**src/rtl/dino_game_core_if.sv**
```systemverilog
// Board-side and VGA-side signal bundle of the dinosaur runner gameplay core.
// The slave modport is the core; the master modport is whatever drives it.
interface dino_game_core_if;
    logic        BTN_JUMP;
    logic [15:0] SW;
    logic [8:0]  row_addr;
    logic [9:0]  col_addr;
    logic [15:0] SW_OK;
    logic [5:0]  dinosaur_height;
    logic        game_status;
    logic [3:0]  speed;
    logic        px_ground;

    modport master (
        output BTN_JUMP, SW, row_addr, col_addr,
        input  SW_OK, dinosaur_height, game_status, speed, px_ground
    );

    modport slave (
        input  BTN_JUMP, SW, row_addr, col_addr,
        output SW_OK, dinosaur_height, game_status, speed, px_ground
    );
endinterface

```
**src/rtl/dino_game_core.sv**
```systemverilog
// Dinosaur runner gameplay core: input debouncing, game tick, jump FSM,
// ground scrolling with speed ramp and the combinational ground pixel.
module dino_game_core #(
    parameter int JITTER_BITS      = 4,
    parameter int TICK_CYCLES      = 1000000,
    parameter int JUMP_PEAK        = 40,
    parameter int SPEED_STEP_TICKS = 600,
    parameter int GROUND_ROW       = 400
) (
    input  logic            CLK,
    input  logic            RST,
    dino_game_core_if.slave bus
);
    localparam int CH  = 17;
    localparam int TW  = $clog2(TICK_CYCLES);
    localparam int STW = $clog2(SPEED_STEP_TICKS + 1);

    localparam logic [TW-1:0]  TICK_LAST = TW'(TICK_CYCLES - 1);
    localparam logic [STW-1:0] STEP_LAST = STW'(SPEED_STEP_TICKS - 1);
    localparam logic [5:0]     PEAK_H    = 6'(JUMP_PEAK);
    localparam logic [8:0]     ROW_TOP   = 9'(GROUND_ROW);
    localparam logic [8:0]     ROW_SEC   = 9'(GROUND_ROW + 1);
    localparam logic [8:0]     ROW_DASH  = 9'(GROUND_ROW + 4);

    typedef enum logic [1:0] {GROUNDED, RISING, FALLING} jump_state_t;

    // Channel 16 is the jump button, channels 15..0 are the switches.
    logic [CH-1:0] raw_in;
    logic [CH-1:0] sync1_reg;
    logic [CH-1:0] sync2_reg;
    logic [CH-1:0] db_vec;

    assign raw_in = {bus.BTN_JUMP, bus.SW};

    always_ff @(posedge CLK) begin
        if (RST) begin
            sync1_reg <= '0;
            sync2_reg <= '0;
        end else begin
            sync1_reg <= raw_in;
            sync2_reg <= sync1_reg;
        end
    end

    genvar gi;
    generate
        for (gi = 0; gi < CH; gi++) begin : g_debounce
            logic                   db_reg;
            logic [JITTER_BITS-1:0] cnt_reg;

            always_ff @(posedge CLK) begin
                if (RST) begin
                    db_reg  <= 1'b0;
                    cnt_reg <= '0;
                end else if (sync2_reg[gi] != db_reg) begin
                    if (&cnt_reg) begin
                        db_reg  <= sync2_reg[gi];
                        cnt_reg <= '0;
                    end else begin
                        cnt_reg <= cnt_reg + JITTER_BITS'(1);
                    end
                end else begin
                    cnt_reg <= '0;
                end
            end

            assign db_vec[gi] = db_reg;
        end
    endgenerate

    logic [TW-1:0] tick_cnt_reg;
    logic          tick;

    assign tick = (tick_cnt_reg == TICK_LAST);

    always_ff @(posedge CLK) begin
        if (RST)
            tick_cnt_reg <= '0;
        else if (tick)
            tick_cnt_reg <= '0;
        else
            tick_cnt_reg <= tick_cnt_reg + TW'(1);
    end

    jump_state_t    state_reg;
    logic [5:0]     height_reg;
    logic           status_reg;
    logic [3:0]     speed_reg;
    logic [9:0]     position_reg;
    logic [STW-1:0] step_reg;
    logic           btn_d_reg;
    logic           press;
    logic [10:0]    pos_sum;
    logic [9:0]     pos_next;

    assign press    = db_vec[CH-1] & ~btn_d_reg;
    assign pos_sum  = {1'b0, position_reg} + {7'd0, speed_reg};
    assign pos_next = (pos_sum >= 11'd640) ? 10'(pos_sum - 11'd640) : pos_sum[9:0];

    always_ff @(posedge CLK) begin
        if (RST) begin
            state_reg    <= GROUNDED;
            height_reg   <= '0;
            status_reg   <= 1'b0;
            speed_reg    <= '0;
            position_reg <= '0;
            step_reg     <= '0;
            btn_d_reg    <= 1'b0;
        end else begin
            btn_d_reg <= db_vec[CH-1];
            if (press)
                status_reg <= 1'b1;
            // Ticks only scroll while running, so this never collides with the ramp below.
            if (press && !status_reg)
                speed_reg <= 4'd1;
            if (status_reg && tick) begin
                position_reg <= pos_next;
                if (step_reg == STEP_LAST) begin
                    step_reg <= '0;
                    if (speed_reg != 4'd15)
                        speed_reg <= speed_reg + 4'd1;
                end else begin
                    step_reg <= step_reg + STW'(1);
                end
            end
            case (state_reg)
                GROUNDED: begin
                    if (press)
                        state_reg <= RISING;
                end
                RISING: begin
                    if (tick) begin
                        height_reg <= height_reg + 6'd1;
                        if (height_reg + 6'd1 == PEAK_H)
                            state_reg <= FALLING;
                    end
                end
                FALLING: begin
                    if (tick) begin
                        height_reg <= height_reg - 6'd1;
                        if (height_reg == 6'd1)
                            state_reg <= GROUNDED;
                    end
                end
                default: state_reg <= GROUNDED;
            endcase
        end
    end

    // 640 is a multiple of 32, so the low five bits of the wrapped x need no wrap.
    logic [4:0] x_lo;

    assign x_lo = bus.col_addr[4:0] + position_reg[4:0];

    assign bus.px_ground = (bus.col_addr < 10'd640) &&
                           ((bus.row_addr == ROW_TOP) || (bus.row_addr == ROW_SEC) ||
                            ((bus.row_addr == ROW_DASH) && (x_lo < 5'd2)));

    assign bus.SW_OK           = db_vec[15:0];
    assign bus.dinosaur_height = height_reg;
    assign bus.game_status     = status_reg;
    assign bus.speed           = speed_reg;
endmodule

```
**src/flat_wrapper.sv**
```systemverilog
// flat-port wrapper written by rule: the top's interface ports become plain ports
module dino_game_core_flat 
#(
    parameter int JITTER_BITS      = 4,
    parameter int TICK_CYCLES      = 1000000,
    parameter int JUMP_PEAK        = 40,
    parameter int SPEED_STEP_TICKS = 600,
    parameter int GROUND_ROW       = 400
)
  (CLK, RST, bus_BTN_JUMP, bus_SW, bus_row_addr, bus_col_addr, bus_SW_OK, bus_dinosaur_height, bus_game_status, bus_speed, bus_px_ground);
  dino_game_core_if bus_i ();
  input  logic CLK;
  input  logic RST;
  input wire logic [$bits(bus_i.BTN_JUMP)-1:0] bus_BTN_JUMP;
  input wire logic [$bits(bus_i.SW)-1:0] bus_SW;
  input wire logic [$bits(bus_i.row_addr)-1:0] bus_row_addr;
  input wire logic [$bits(bus_i.col_addr)-1:0] bus_col_addr;
  output wire logic [$bits(bus_i.SW_OK)-1:0] bus_SW_OK;
  output wire logic [$bits(bus_i.dinosaur_height)-1:0] bus_dinosaur_height;
  output wire logic [$bits(bus_i.game_status)-1:0] bus_game_status;
  output wire logic [$bits(bus_i.speed)-1:0] bus_speed;
  output wire logic [$bits(bus_i.px_ground)-1:0] bus_px_ground;
  assign bus_i.BTN_JUMP = bus_BTN_JUMP;
  assign bus_i.SW = bus_SW;
  assign bus_i.row_addr = bus_row_addr;
  assign bus_i.col_addr = bus_col_addr;
  assign bus_SW_OK = bus_i.SW_OK;
  assign bus_dinosaur_height = bus_i.dinosaur_height;
  assign bus_game_status = bus_i.game_status;
  assign bus_speed = bus_i.speed;
  assign bus_px_ground = bus_i.px_ground;
  dino_game_core #(.JITTER_BITS(JITTER_BITS), .TICK_CYCLES(TICK_CYCLES), .JUMP_PEAK(JUMP_PEAK), .SPEED_STEP_TICKS(SPEED_STEP_TICKS), .GROUND_ROW(GROUND_ROW)) u_core (.CLK(CLK), .RST(RST), .bus(bus_i));
endmodule
```
**config.mk**
```make
export PLATFORM = sky130hd
export DESIGN_NAME = dino_game_core_flat
export DESIGN_NICKNAME = d
export VERILOG_FILES = /design/src/rtl/dino_game_core_if.sv /design/src/rtl/dino_game_core.sv /design/src/flat_wrapper.sv
export SDC_FILE = /design/constraint.sdc
export NUM_CORES = 1
export LEC_CHECK = 0
export ABC_AREA = 1
export ABC_CLOCK_PERIOD_IN_PS = 2750
export BUFFER_PORTS_ARGS = -buffer_cell sky130_fd_sc_hd__buf_2
export CELL_PAD_IN_SITES_DETAIL_PLACEMENT = 1
export CELL_PAD_IN_SITES_GLOBAL_PLACEMENT = 1
export CORE_AREA = 3 3 122 153
export CTS_CLUSTER_SIZE = 30
export DETAILED_ROUTE_END_ITERATION = 7
export DIE_AREA = 0 0 125 156
export PLACE_DENSITY_LB_ADDON = 0.08
export RECOVER_POWER = 50
export SLEW_MARGIN = 10
export SYNTH_ARGS = -nofsm -noshare
export SYNTH_HDL_FRONTEND = slang
export SYNTH_SLANG_ARGS = --single-unit
```
**constraint.sdc**
```tcl
create_clock -name CLK -period 2.75 [get_ports CLK]
set_clock_uncertainty 0.15 [all_clocks]
set_input_delay 0.55 -clock CLK [delete_from_list [all_inputs] [get_ports CLK]]
set_output_delay 0.55 -clock CLK [all_outputs]
set_load 0.05 [all_outputs]
```
# [Word level (Yosys, flattened, before mapping)]
# Index checks and enable logic that the tools add are counted.
[word_totals] regBits=173 latchBits=0 ramBits=0 rom_bits=0 out_inout_bits=28 wordCells=201 n_memories=0
[op_classes] n_addsub=25 n_mul=0 n_div=0 n_lt_le_gt_ge=3 n_eq_ne=32 n_shift=0 n_mux=15 bitwise_logic=19 reduce_logical=63
[ops] cell="5-bit AND reduction" count=18
[ops] cell="4-bit by 1-bit adder with 4-bit output, second input constant" count=18
[ops] cell="4-bit AND reduction" count=17
[ops] cell="3-bit OR reduction" count=17
[ops] cell="9-bit equality test, second input constant" count=3
[ops] cell="20-bit by 1-bit adder with 20-bit output, second input constant" count=1
[ops] cell="20-bit equality test, second input constant" count=1
[ops] cell="10-bit 2-to-1 mux" count=2
[ops] cell="1-bit NOT" count=18
[ops] cell="1-bit inequality test" count=17
[ops] cell="4-bit 2-to-1 mux" count=4
[ops] cell="6-bit 2-to-1 mux" count=2
[ops] cell="6-bit case mux with 2 select lines" count=1
[ops] cell="10-bit by 4-bit adder with 11-bit output" count=1
[ops] cell="11-bit by 10-bit >= comparator with 1-bit output, second input constant" count=1
[ops] cell="10-bit by 1-bit adder with 10-bit output, second input constant" count=1
[ops] cell="10-bit equality test, second input constant" count=1
[ops] cell="10-bit < comparator, second input constant" count=1
[ops] cell="2-bit 2-to-1 mux" count=5
[ops] cell="2-bit by 1-bit inequality test with 1-bit output, second input constant" count=5
[ops] cell="10-bit subtractor, second input constant" count=1
[ops] cell="6-bit by 1-bit adder with 6-bit output, second input constant" count=1
[ops] cell="6-bit by 1-bit equality test with 1-bit output, second input constant" count=1
[ops] cell="6-bit equality test, second input constant" count=1
[ops] cell="15 further kinds" count=19

# [Depth between registers and ports, before layout]
# Gate-level depths: netlist of run 1.
[depth] ltp_word=7 mapped_depth=11 ltp_nobuf=10

# [Worst setup path before layout of run 1]
# OpenSTA, ideal clock, no wires.
[synth_timing] path_type="input to output" from="input bus_col_addr[1]" to="output bus_px_ground" arrival_time_ns=2.263 setup_slack_ns=-0.213 stages=9 path_buffers=0 path_cell_list="inv_1 -> fa_1 -> nor3b_1 -> o21ai_0 -> nor2_1 -> nand3_1 -> nor2_1 -> nor2_1 -> nor2_1"
[synth_between] elab_chain_len=5 word_cells_on_any_way=6 classes_between="add/sub (1); order compare (2); reduce/logical (3)"
[synth_lines] element="start: declaration" line_no="flat_wrapper.sv:17" text="input wire logic [$bits(bus_i.col_addr)-1:0] bus_col_addr;"
[synth_lines] element="5-bit adder" line_no="dino_game_core.sv:153" text="assign x_lo = bus.col_addr[4:0] + position_reg[4:0];"
[synth_lines] element="5-bit by 2-bit < comparator with 1-bit output" line_no="dino_game_core.sv:157" text="((bus.row_addr == ROW_DASH) && (x_lo < 5'd2)));"
[synth_lines] element="1-bit logical AND" line_no="dino_game_core.sv:157"
[synth_lines] element="1-bit logical OR" line_no="dino_game_core.sv:156" text="((bus.row_addr == ROW_TOP) || (bus.row_addr == ROW_SEC) ||"
[synth_lines] element="1-bit logical AND (*)" line_no="dino_game_core.sv:155" text="assign bus.px_ground = (bus.col_addr < 10'd640) &&"
[synth_lines] element="end: declaration" line_no="flat_wrapper.sv:22" text="output wire logic [$bits(bus_i.px_ground)-1:0] bus_px_ground;"
# Mark *: on every way between the ends. The rest lies on a longest branch, timed or not.

# [Worst setup path after layout of run 1]
[layout_timing] from="register u_core.position_reg[1]" to="output bus_px_ground"
[layout_between] elab_chain_len=5
[layout_lines] element="start: declaration" line_no="dino_game_core.sv:89" text="logic [9:0] position_reg;"
[layout_lines] element="start signal: assignment" line_no="dino_game_core.sv:117" text="position_reg <= pos_next;"
[layout_lines] element="5-bit adder" line_no="dino_game_core.sv:153"
[layout_lines] element="5-bit by 2-bit < comparator with 1-bit output" line_no="dino_game_core.sv:157"
[layout_lines] element="1-bit logical AND" line_no="dino_game_core.sv:157"
[layout_lines] element="1-bit logical OR" line_no="dino_game_core.sv:156"
[layout_lines] element="1-bit logical AND" line_no="dino_game_core.sv:155"
# No other way between the ends.

==> results of run 1 <==
Yosys cell counts:
cell,number
nand3_1,50
nor3b_1,18
nand3b_1,5
nand4_2,2
a31oi_1,1
nor2_1,206
xor2_1,13
ha_1,33
nand3_4,1
nor2_4,1
o21a_1,4
nand2_2,6
or2_2,4
clkbuf_1,7
o21bai_1,16
or2_0,3
inv_2,3
nor2_2,7
fa_1,2
a21o_1,1
o21ai_1,1
clkinv_1,1
clkinv_2,2
inv_1,138
nand4_1,8
o21ai_0,56
buf_2,3
buf_1,4
buf_4,16
nand3_2,2
nor3_4,1
nor4_1,1
nor3_1,7
nor3_2,1
buf_6,1
dfxtp_1,168
o211ai_1,2
xnor2_1,5
a21oi_1,58
nand2_1,158
cell type report:
type                    count  area (um2)
clock buffers              20         447
clock inverters            11         171
fillers                  2235        8770
inverters                 144         543
multi-input cells         673        3480
flip-flops and latches    168        3370
well taps                 224         280
repair buffers             70         372
layout by cell type (no fill, tap or decap), types with 7 or more instances in the layout:
master and count:
a21oi_1 58, buf_2 62, clkbuf_16 17, dfxtp_1 166, ha_1 33, inv_1 137
nand2_1 158, nand3_1 50, nand4_1 8, nor2_1 205, nor2_2 8, nor3_1 7
nor3b_1 17, o21ai_0 55, o21bai_1 16, xor2_1 13
metrics by stage:
stage	cell area, um2	TNS (ns)	utilization [%]
2_1_floorplan	7570	0	-
3_3_place_gp	8030	-0.118	46.0
3_5_place_dp	8030	-0.112	46.0
4_1_cts	8670	-0.0789	49.7
5_1_grt	8660	-0.265	49.7
6_report	8660	-0.0350	49.7
power by group through the flow:
stage,Combinational (uW),Sequential [uW],Clock [uW]
2_1_floorplan,83.7,2540,0
3_3_place_gp,135,2540,0
3_5_place_dp,139,2540,0
4_1_cts,142,2490,2580
5_1_grt,158,2490,2690
6_report,135,2490,2500
metal layers:
| metal | vias to the layer above | part of all wire (%) | track usage [%] |
|---|---|---|---|
| li1 | 3305 | - | - |
| met1 | 2972 | 43 | 18.5 |
| met2 | 68 | 52 | 32.3 |
| met3 | 23 | 3.0 | 3.97 |
| met4 | 0 | 1.9 | 6.46 |
| met5 | - | 0 | 0 |
tightest hold or removal path: stages:
cell	delay [ns]
buf_2	0.07
inv_1	0.03
nor2_1	0.06
kinds of logic (layout without fill, tap and decap cells):
| logic type | Yosys count | count (layout) | synth area share, % |
|---|---|---|---|
| simple gates | 481 | 481 | 27.8 |
| flops | 168 | 168 | 44.5 |
| xor+xnor | 18 | 18 | 2.08 |
| compound gates | 139 | 139 | 9.97 |
| fa+ha+maj | 35 | 35 | 5.99 |
| buf+inv | 175 | 245 | 9.66 |
worst max path at each step:
stage               endpoint  slack, ns  cells after the start
2_1_floorplan  bus_px_ground       0.01                      9
3_3_place_gp   bus_px_ground      -0.12                     11
3_5_place_dp   bus_px_ground      -0.11                     11
4_1_cts        bus_px_ground      -0.08                     10
5_1_grt        bus_px_ground      -0.27                     10
6_report       bus_px_ground      -0.04                     10
timing repair:
| action | 4_1_cts | 5_1_grt |
|---|---|---|
| hold buffers | 0 | 0 |
| pin swaps | 2 | 0 |
| gates resized for setup | 7 | 0 |
| endpoints found under the setup margin | 1 | 1 |
| buffers inserted | 2 | 0 |
==> flow_summary.json, run 1 <==
{
  "cellPowerDensity_mw_per_mm2": 592,
  "syn2layout_area_growth_pct": 14.4,
  "ys_seq_elements": 168,
  "clk_pin_slew_ns": 0.06,
  "violations": "setup timing",
  "die_y_um": 156,
  "whs_path_depth": 3,
  "grt_remaining_overflow": 0,
  "critical_path.cell_chain": "inv_2, fa_1, nor3b_2, o21ai_1, nor2_1, nand3_1, nor2_1, nor2_1, nor2_2, buf_6",
  "insertion_delay_ns": 0.43,
  "post-route-period-util_pct": 101,
  "power_frac_seq_pct": 48.6,
  "holdCritPathClass": "in -> reg",
  "clk_path_buf_depth": 2,
  "synthTopCellsByArea": "dfxtp_1 44%, nor2_1 10%, nand2_1 7.8%, inv_1 6.8%, ha_1 5.5%",
  "crit_top_cell": "nor2_1",
  "antenna_found_initial": 0,
  "ys_types": 40,
  "coreArea_mm2": 0.0174,
  "relSlewSlack_pct": 3.67,
  "reg2regPathDepth": 7,
  "worstSetupPathType": "reg -> out",
  "hold_slack_ns": 0.172,
  "pwr-share-comb_pct": 2.6,
  "worstPathArrival_ns": 2.09,
  "cpLargestDelayFamily": "simple AND/OR/NAND/NOR gates",
  "power_uw": 5130,
  "switchingPower_uw": 1060,
  "end_kind": "output pin",
  "rows": 54,
  "min_period_ns": 2.79,
  "cts_sinks": 168,
  "critPathMaxStageDelay_ns": 0.49,
  "drive_above_1_share_pct": 12.3,
  "largest_reg_flops": 68,
  "internal_power_uw": 4060,
  "hold_viol_final": 0,
  "drtIter0Drc": 164,
  "path_max_fanout": 3,
  "wl_um": 15800,
  "cp.required_ns": 2.05,
  "first_pass_iters": 4,
  "synth.avg_cell_area_um2": 7.45,
  "grt_max_degree": 68,
  "synth_top_area_share_pct": 44.5,
  "routed_via_density": 4.86,
  "start_kind": "flip-flop",
  "p_leak_uw": 0.00366,
  "fin_nets": 1147,
  "h-tree-depth": 4,
  "cts_buffers": 17,
  "io-pin-count": 66,
  "cts_tree": "done",
  "worstPathBufferInverterCount": 2,
  "finalWorstSetupSlack_ns": -0.0350,
  "rsz0062_at_grt": "true",
  "maxSlewViolCount": 0,
  "track_usage_pct": 17.1,
  "clk_root_buffer_cell": "clkbuf_16",
  "gp_congestion": 0.754,
  "port_buffers": 63,
  "ff2ff_setup_slack_ns": 0.71,
  "worstHoldStart": "bus_SW[13]",
  "swShare_pct": 20.7,
  "status": "finished, violations left",
  "die_x_um": 125,
  "stdcell_count": 1310,
  "worst_slew_pin_slew_ns": 1.44,
  "synth_warnings": 0,
  "ant_nets": 0,
  "dp_hpwl_um": 11300,
  "place_ws_ns": -0.112,
  "r2r_start": "u_core.tick_cnt_reg[0]",
  "syn_inst": 1016,
  "syn_area_mm2": 0.00756,
  "diodes": 0,
  "yosysSeqAreaShare_pct": 44.5,
  "startpoint": "u_core.position_reg[1]",
  "yosys.area.top_type": "dfxtp_1",
  "drc_errors": 0,
  "holdPathEnd": "u_core.sync1_reg[13]",
  "placed_cells": 1277,
  "fmaxAchievable_mhz": 359,
  "vias": 6368,
  "grt_pass1_vias": 6455,
  "setup_viol": 1,
  "wl_per_cell_um": 12.0,
  "rr_endpoint": "u_core.bus.speed[0]",
  "design.die.area_mm2": 0.0195,
  "synth_fp_nets": 1089,
  "p_clk_share_pct": 48.8,
  "max-vdd-ir-drop_mv": 0.419,
  "cap_violations": 0,
  "start_util_pct": 43.4,
  "grt_pass1_wl_um": 28000,
  "crit_slowest_cell": "fa_1"
}
Note: power is estimated with default switching activity, not from simulation.
==> inputs of run 2 (changes only) <==
- CORE_AREA: 3 3 122 153 -> 3 3 156 120
- DIE_AREA: 0 0 125 156 -> 0 0 159 123
==> flow_summary.json, run 2 (synthesis gave the netlist of run 1 again) <==
{
  "insertion_delay_ns": 0.42,
  "diodes": 0,
  "wl_um": 16100,
  "drtIter0Drc": 203,
  "ctsHoldBuffers": 0,
  "fin_setup_tns_ns": -0.126,
  "post-route-util_pct": 49.5,
  "wl_per_cell_um": 12.1,
  "cellPowerDensity_mw_per_mm2": 574,
  "ant_nets": 0,
  "antenna_found_initial": 0,
  "placed_cells": 1296,
  "routed_via_density": 4.71,
  "cts_sinks": 168,
  "clk_pin_slew_ns": 0.07,
  "worstSetupPathType": "reg -> out",
  "cts_tree": "done",
  "dp_hpwl_um": 11500,
  "start_util_pct": 43.4,
  "multi_input_area_mm2": 0.00348,
  "holdCritPathClass": "in -> reg",
  "grt_pass1_vias": 6282,
  "clk_path_buf_depth": 2,
  "rsz0062_at_grt": "true",
  "cap_violations": 1,
  "largest_reg_flops": 68,
  "status": "finished, violations left",
  "grt_max_degree": 53,
  "whs_path_depth": 3,
  "grt_remaining_overflow": 0,
  "max-vdd-ir-drop_mv": 0.331,
  "first_pass_iters": 4,
  "layout_common_cells": "205 x nor2_1, 166 x dfxtp_1, 158 x nand2_1",
  "design.die.area_mm2": 0.0196,
  "layout_commonest_cell": "nor2_1",
  "finalWorstSetupSlack_ns": -0.126,
  "min_period_ns": 2.88,
  "gp_congestion": 0.747,
  "hold_viol_final": 0,
  "die_x_um": 159,
  "end_kind": "output pin",
  "p_leak_uw": 0.00365,
  "vias": 6261,
  "grt_pass1_wl_um": 28300,
  "coreArea_mm2": 0.0174,
  "h-tree-depth": 4,
  "fin_nets": 1148,
  "track_usage_pct": 17.3,
  "start_kind": "flip-flop",
  "port_buffers": 63,
  "post-route-period-util_pct": 105,
  "hold_slack_ns": 0.177,
  "power_uw": 4960,
  "relSlewSlack_pct": -6.02,
  "setup_viol": 1,
  "stdcell_count": 1330,
  "io-pin-count": 66,
  "cts_buffers": 17,
  "cp.required_ns": 2.05,
  "violations": "capacitance limit, slew limit, setup timing",
  "maxSlewViolCount": 31,
  "drc_errors": 0,
  "syn2layout_area_growth_pct": 14.2,
  "worst_slew_pin_slew_ns": 1.59,
  "path_max_fanout": 3,
  "drive_above_1_share_pct": 12.5,
  "fmaxAchievable_mhz": 348,
  "seq_area_mm2": 0.00337,
  "die_y_um": 123,
  "clk_root_buffer_cell": "clkbuf_16",
  "worstPathArrival_ns": 2.18,
  "reg2regPathDepth": 7,
  "rows": 42,
  "num-fill-cells": 2214
}
==> run 2: cell count changes in the layout (fill, tap and decap cells not counted) <==
cell and delta:
buf_4 -1, bufinv_16 -3, clkinv_4 +1, clkinvlp_4 -1, inv_6 +4, inv_8 +2
==> run 2: worst paths after layout <==
kind,slack [ns],from,to
setup / recovery,-0.13,u_core.position_reg[1],bus_px_ground
hold / removal,0.18,bus_SW[11],u_core.sync1_reg[11]
setup reg to reg,0.59,u_core.tick_cnt_reg[0],u_core.tick_cnt_reg[5]
hold reg to reg,0.25,u_core.sync1_reg[3],u_core.sync2_reg[3]
==> run 2: area by class of cell <==
class / count / share of cell area (%)
multi-input combinational: 673 / 40.3
sequential: 168 / 39.0
inverter: 144 / 6.28
clock buffer: 18 / 5.08
timing repair buffer: 71 / 4.30
tap: 242 / 3.50
clock inverter: 14 / 1.62
==> run 2: power breakdown <==
part | switching (uW) | internal (uW)
Combinational | 80.1 | 55.4
Sequential | 21.6 | 2470
Clock | 1040 | 1300
==> run 2: what timing repair did <==
action	4_1_cts	5_1_grt
setup endpoints to repair	1	1
pin swaps	1	0
buffers inserted	2	0
gates resized for setup	7	0
==> run 2: metrics by stage <==
step           worst slack, ns  cell area, um2
2_1_floorplan           0.0142            7570
3_3_place_gp           -0.0964            8040
3_5_place_dp            -0.114            8040
4_1_cts                -0.0855            8650
5_1_grt                 -0.335            8640
6_report                -0.126            8640
==> run 2: per-layer routing <==
layer  global-route usage [%]  routed length (um)
met4                     4.87                 137
met1                     23.0                8480
met3                     3.99                 496
met2                     28.5                6970
met5                        0                   0
==> run 2: critical path: stages, from the launching register on <==
cell and delay, ns:
dfxtp_2 0.34, inv_2 0.06, fa_1 0.51, nor3b_2 0.17
o21ai_1 0.09, nor2_1 0.11, nand3_1 0.08, nor2_1 0.10
nor2_1 0.06, nor2_2 0.09, buf_6 0.17
==> inputs of run 3 (changes only) <==
- SETUP_SLACK_MARGIN: default -> 0.1
==> flow_summary.json, run 3 (synthesis gave the netlist of run 1 again) <==
{
  "status": "finished, violations left",
  "violations": "setup timing",
  "dp_hpwl_um": 11600,
  "diodes": 0,
  "cellPowerDensity_mw_per_mm2": 594,
  "io-pin-count": 66,
  "clk_root_buffer_cell": "clkbuf_16",
  "syn2layout_area_growth_pct": 15.1,
  "fin_nets": 1148,
  "h-tree-depth": 4,
  "fmaxAchievable_mhz": 354,
  "end_kind": "output pin",
  "routed_via_density": 4.74,
  "min_period_ns": 2.82,
  "drc_errors": 0,
  "largest_reg_flops": 68,
  "post-route-util_pct": 49.9,
  "track_usage_pct": 17.6,
  "wl_per_cell_um": 12.4,
  "grt_pass1_vias": 6256,
  "rows": 42,
  "cp.required_ns": 2.05,
  "cts_buffers": 17,
  "path_max_fanout": 3,
  "worstSetupPathType": "reg -> out",
  "post-route-period-util_pct": 103,
  "drtIter0Drc": 241,
  "seq_area_mm2": 0.00337,
  "worstPathArrival_ns": 2.12,
  "ant_nets": 0,
  "hold_slack_ns": 0.176,
  "setup_viol": 1,
  "stdcell_count": 1329,
  "hold_viol_final": 0,
  "wl_um": 16400,
  "finalWorstSetupSlack_ns": -0.0741,
  "cts_tree": "done",
  "die_y_um": 123,
  "gp_congestion": 0.755,
  "die_x_um": 159,
  "max-vdd-ir-drop_mv": 0.248,
  "insertion_delay_ns": 0.42,
  "drive_above_1_share_pct": 12.5,
  "holdCritPathClass": "in -> reg",
  "design.die.area_mm2": 0.0196,
  "worst_slew_pin_slew_ns": 0.956,
  "cts_sinks": 168,
  "start_kind": "flip-flop",
  "multi_input_area_mm2": 0.00349,
  "fin_setup_tns_ns": -0.0741,
  "num-fill-cells": 2234,
  "coreArea_mm2": 0.0174,
  "first_pass_iters": 4,
  "maxSlewViolCount": 0,
  "grt_pass1_wl_um": 28500,
  "placed_cells": 1296,
  "layout_commonest_cell": "nor2_1",
  "vias": 6306,
  "clk_path_buf_depth": 2,
  "grt_max_degree": 47,
  "layout_common_cells": "203 x nor2_1, 166 x dfxtp_1, 157 x nand2_1",
  "relSlewSlack_pct": 36.3,
  "p_leak_uw": 0.00366,
  "rsz0062_at_grt": "true",
  "antenna_found_initial": 0,
  "cap_violations": 0,
  "start_util_pct": 43.4,
  "grt_remaining_overflow": 0,
  "power_uw": 5170,
  "clk_pin_slew_ns": 0.06,
  "port_buffers": 63
}
## run 3: cell count changes in the layout (fill, tap and decap cells not counted), sizes merged
cell      change
clkinv        -5
clkbuf        +4
buf           -1
clkinvlp      +3
inv           -5
bufinv        +3
## run 3: worst paths after layout
| kind | from | end | slack (ns) | depth (start not counted) |
|---|---|---|---|---|
| min reg2reg | u_core.sync1_reg[3] | u_core.sync2_reg[3] | 0.25 | 2 |
| max reg2reg | u_core.tick_cnt_reg[0] | u_core.tick_cnt_reg[7] | 0.54 | 7 |
| min | bus_SW[1] | u_core.sync1_reg[1] | 0.18 | 3 |
| max | u_core.position_reg[1] | bus_px_ground | -0.07 | 10 |
## run 3: area by class of cell
type,instances,area share (%)
flip-flops and latches,168,38.7
inverters,144,6.24
repair buffers,71,4.31
clock buffers,21,5.29
clock inverters,10,1.93
multi-input cells,673,40.1
well taps,242,3.48
## run 3: metal layers
| layer | share of wire [%] | up-vias | routed length, um | track usage (%) |
|---|---|---|---|---|
| li1 | - | 3315 | - | - |
| met1 | 51 | 2897 | 8430 | 23.0 |
| met2 | 44 | 77 | 7220 | 28.7 |
| met3 | 3.4 | 17 | 550 | 4.15 |
| met4 | 1.3 | 0 | 210 | 6.18 |
| met5 | 0 | - | 0 | 0 |
## run 3: where the power goes
part | total (uW) | leakage [uW] | switching (uW) | internal [uW]
logic | 137 | 0.00200 | 81.3 | 55.6
clock network | 2550 | 0.000292 | 978 | 1570
registers | 2490 | 0.00136 | 21.2 | 2470
total | 5170 | 0.00366 | 1080 | 4090
## run 3: metrics by stage
stage	area (um2)	setup WS, ns
global route	8710	-0.257
floorplan	7570	0.150
detailed placement	8060	-0.129
finish	8710	-0.0741
global placement	8060	-0.103
CTS	8720	-0.122
## run 3: timing repair
action | 4_1_cts | 5_1_grt
endpoints found under the setup margin | 1 | 1
buffers inserted | 2 | 0
hold buffers | 0 | 0
cloned | 0 | 0
pin swaps | 2 | 3
gates resized for setup | 9 | 2
## run 3: worst max-delay path, cell delays in order, from the launching register on
cell and delay, ns:
dfxtp_2 0.33, inv_2 0.05, fa_1 0.50, nor3b_2 0.14
o21ai_1 0.08, nor2_1 0.11, nand3_1 0.09, nor2_2 0.11
nor2_2 0.06, nor2_4 0.08, buf_8 0.15
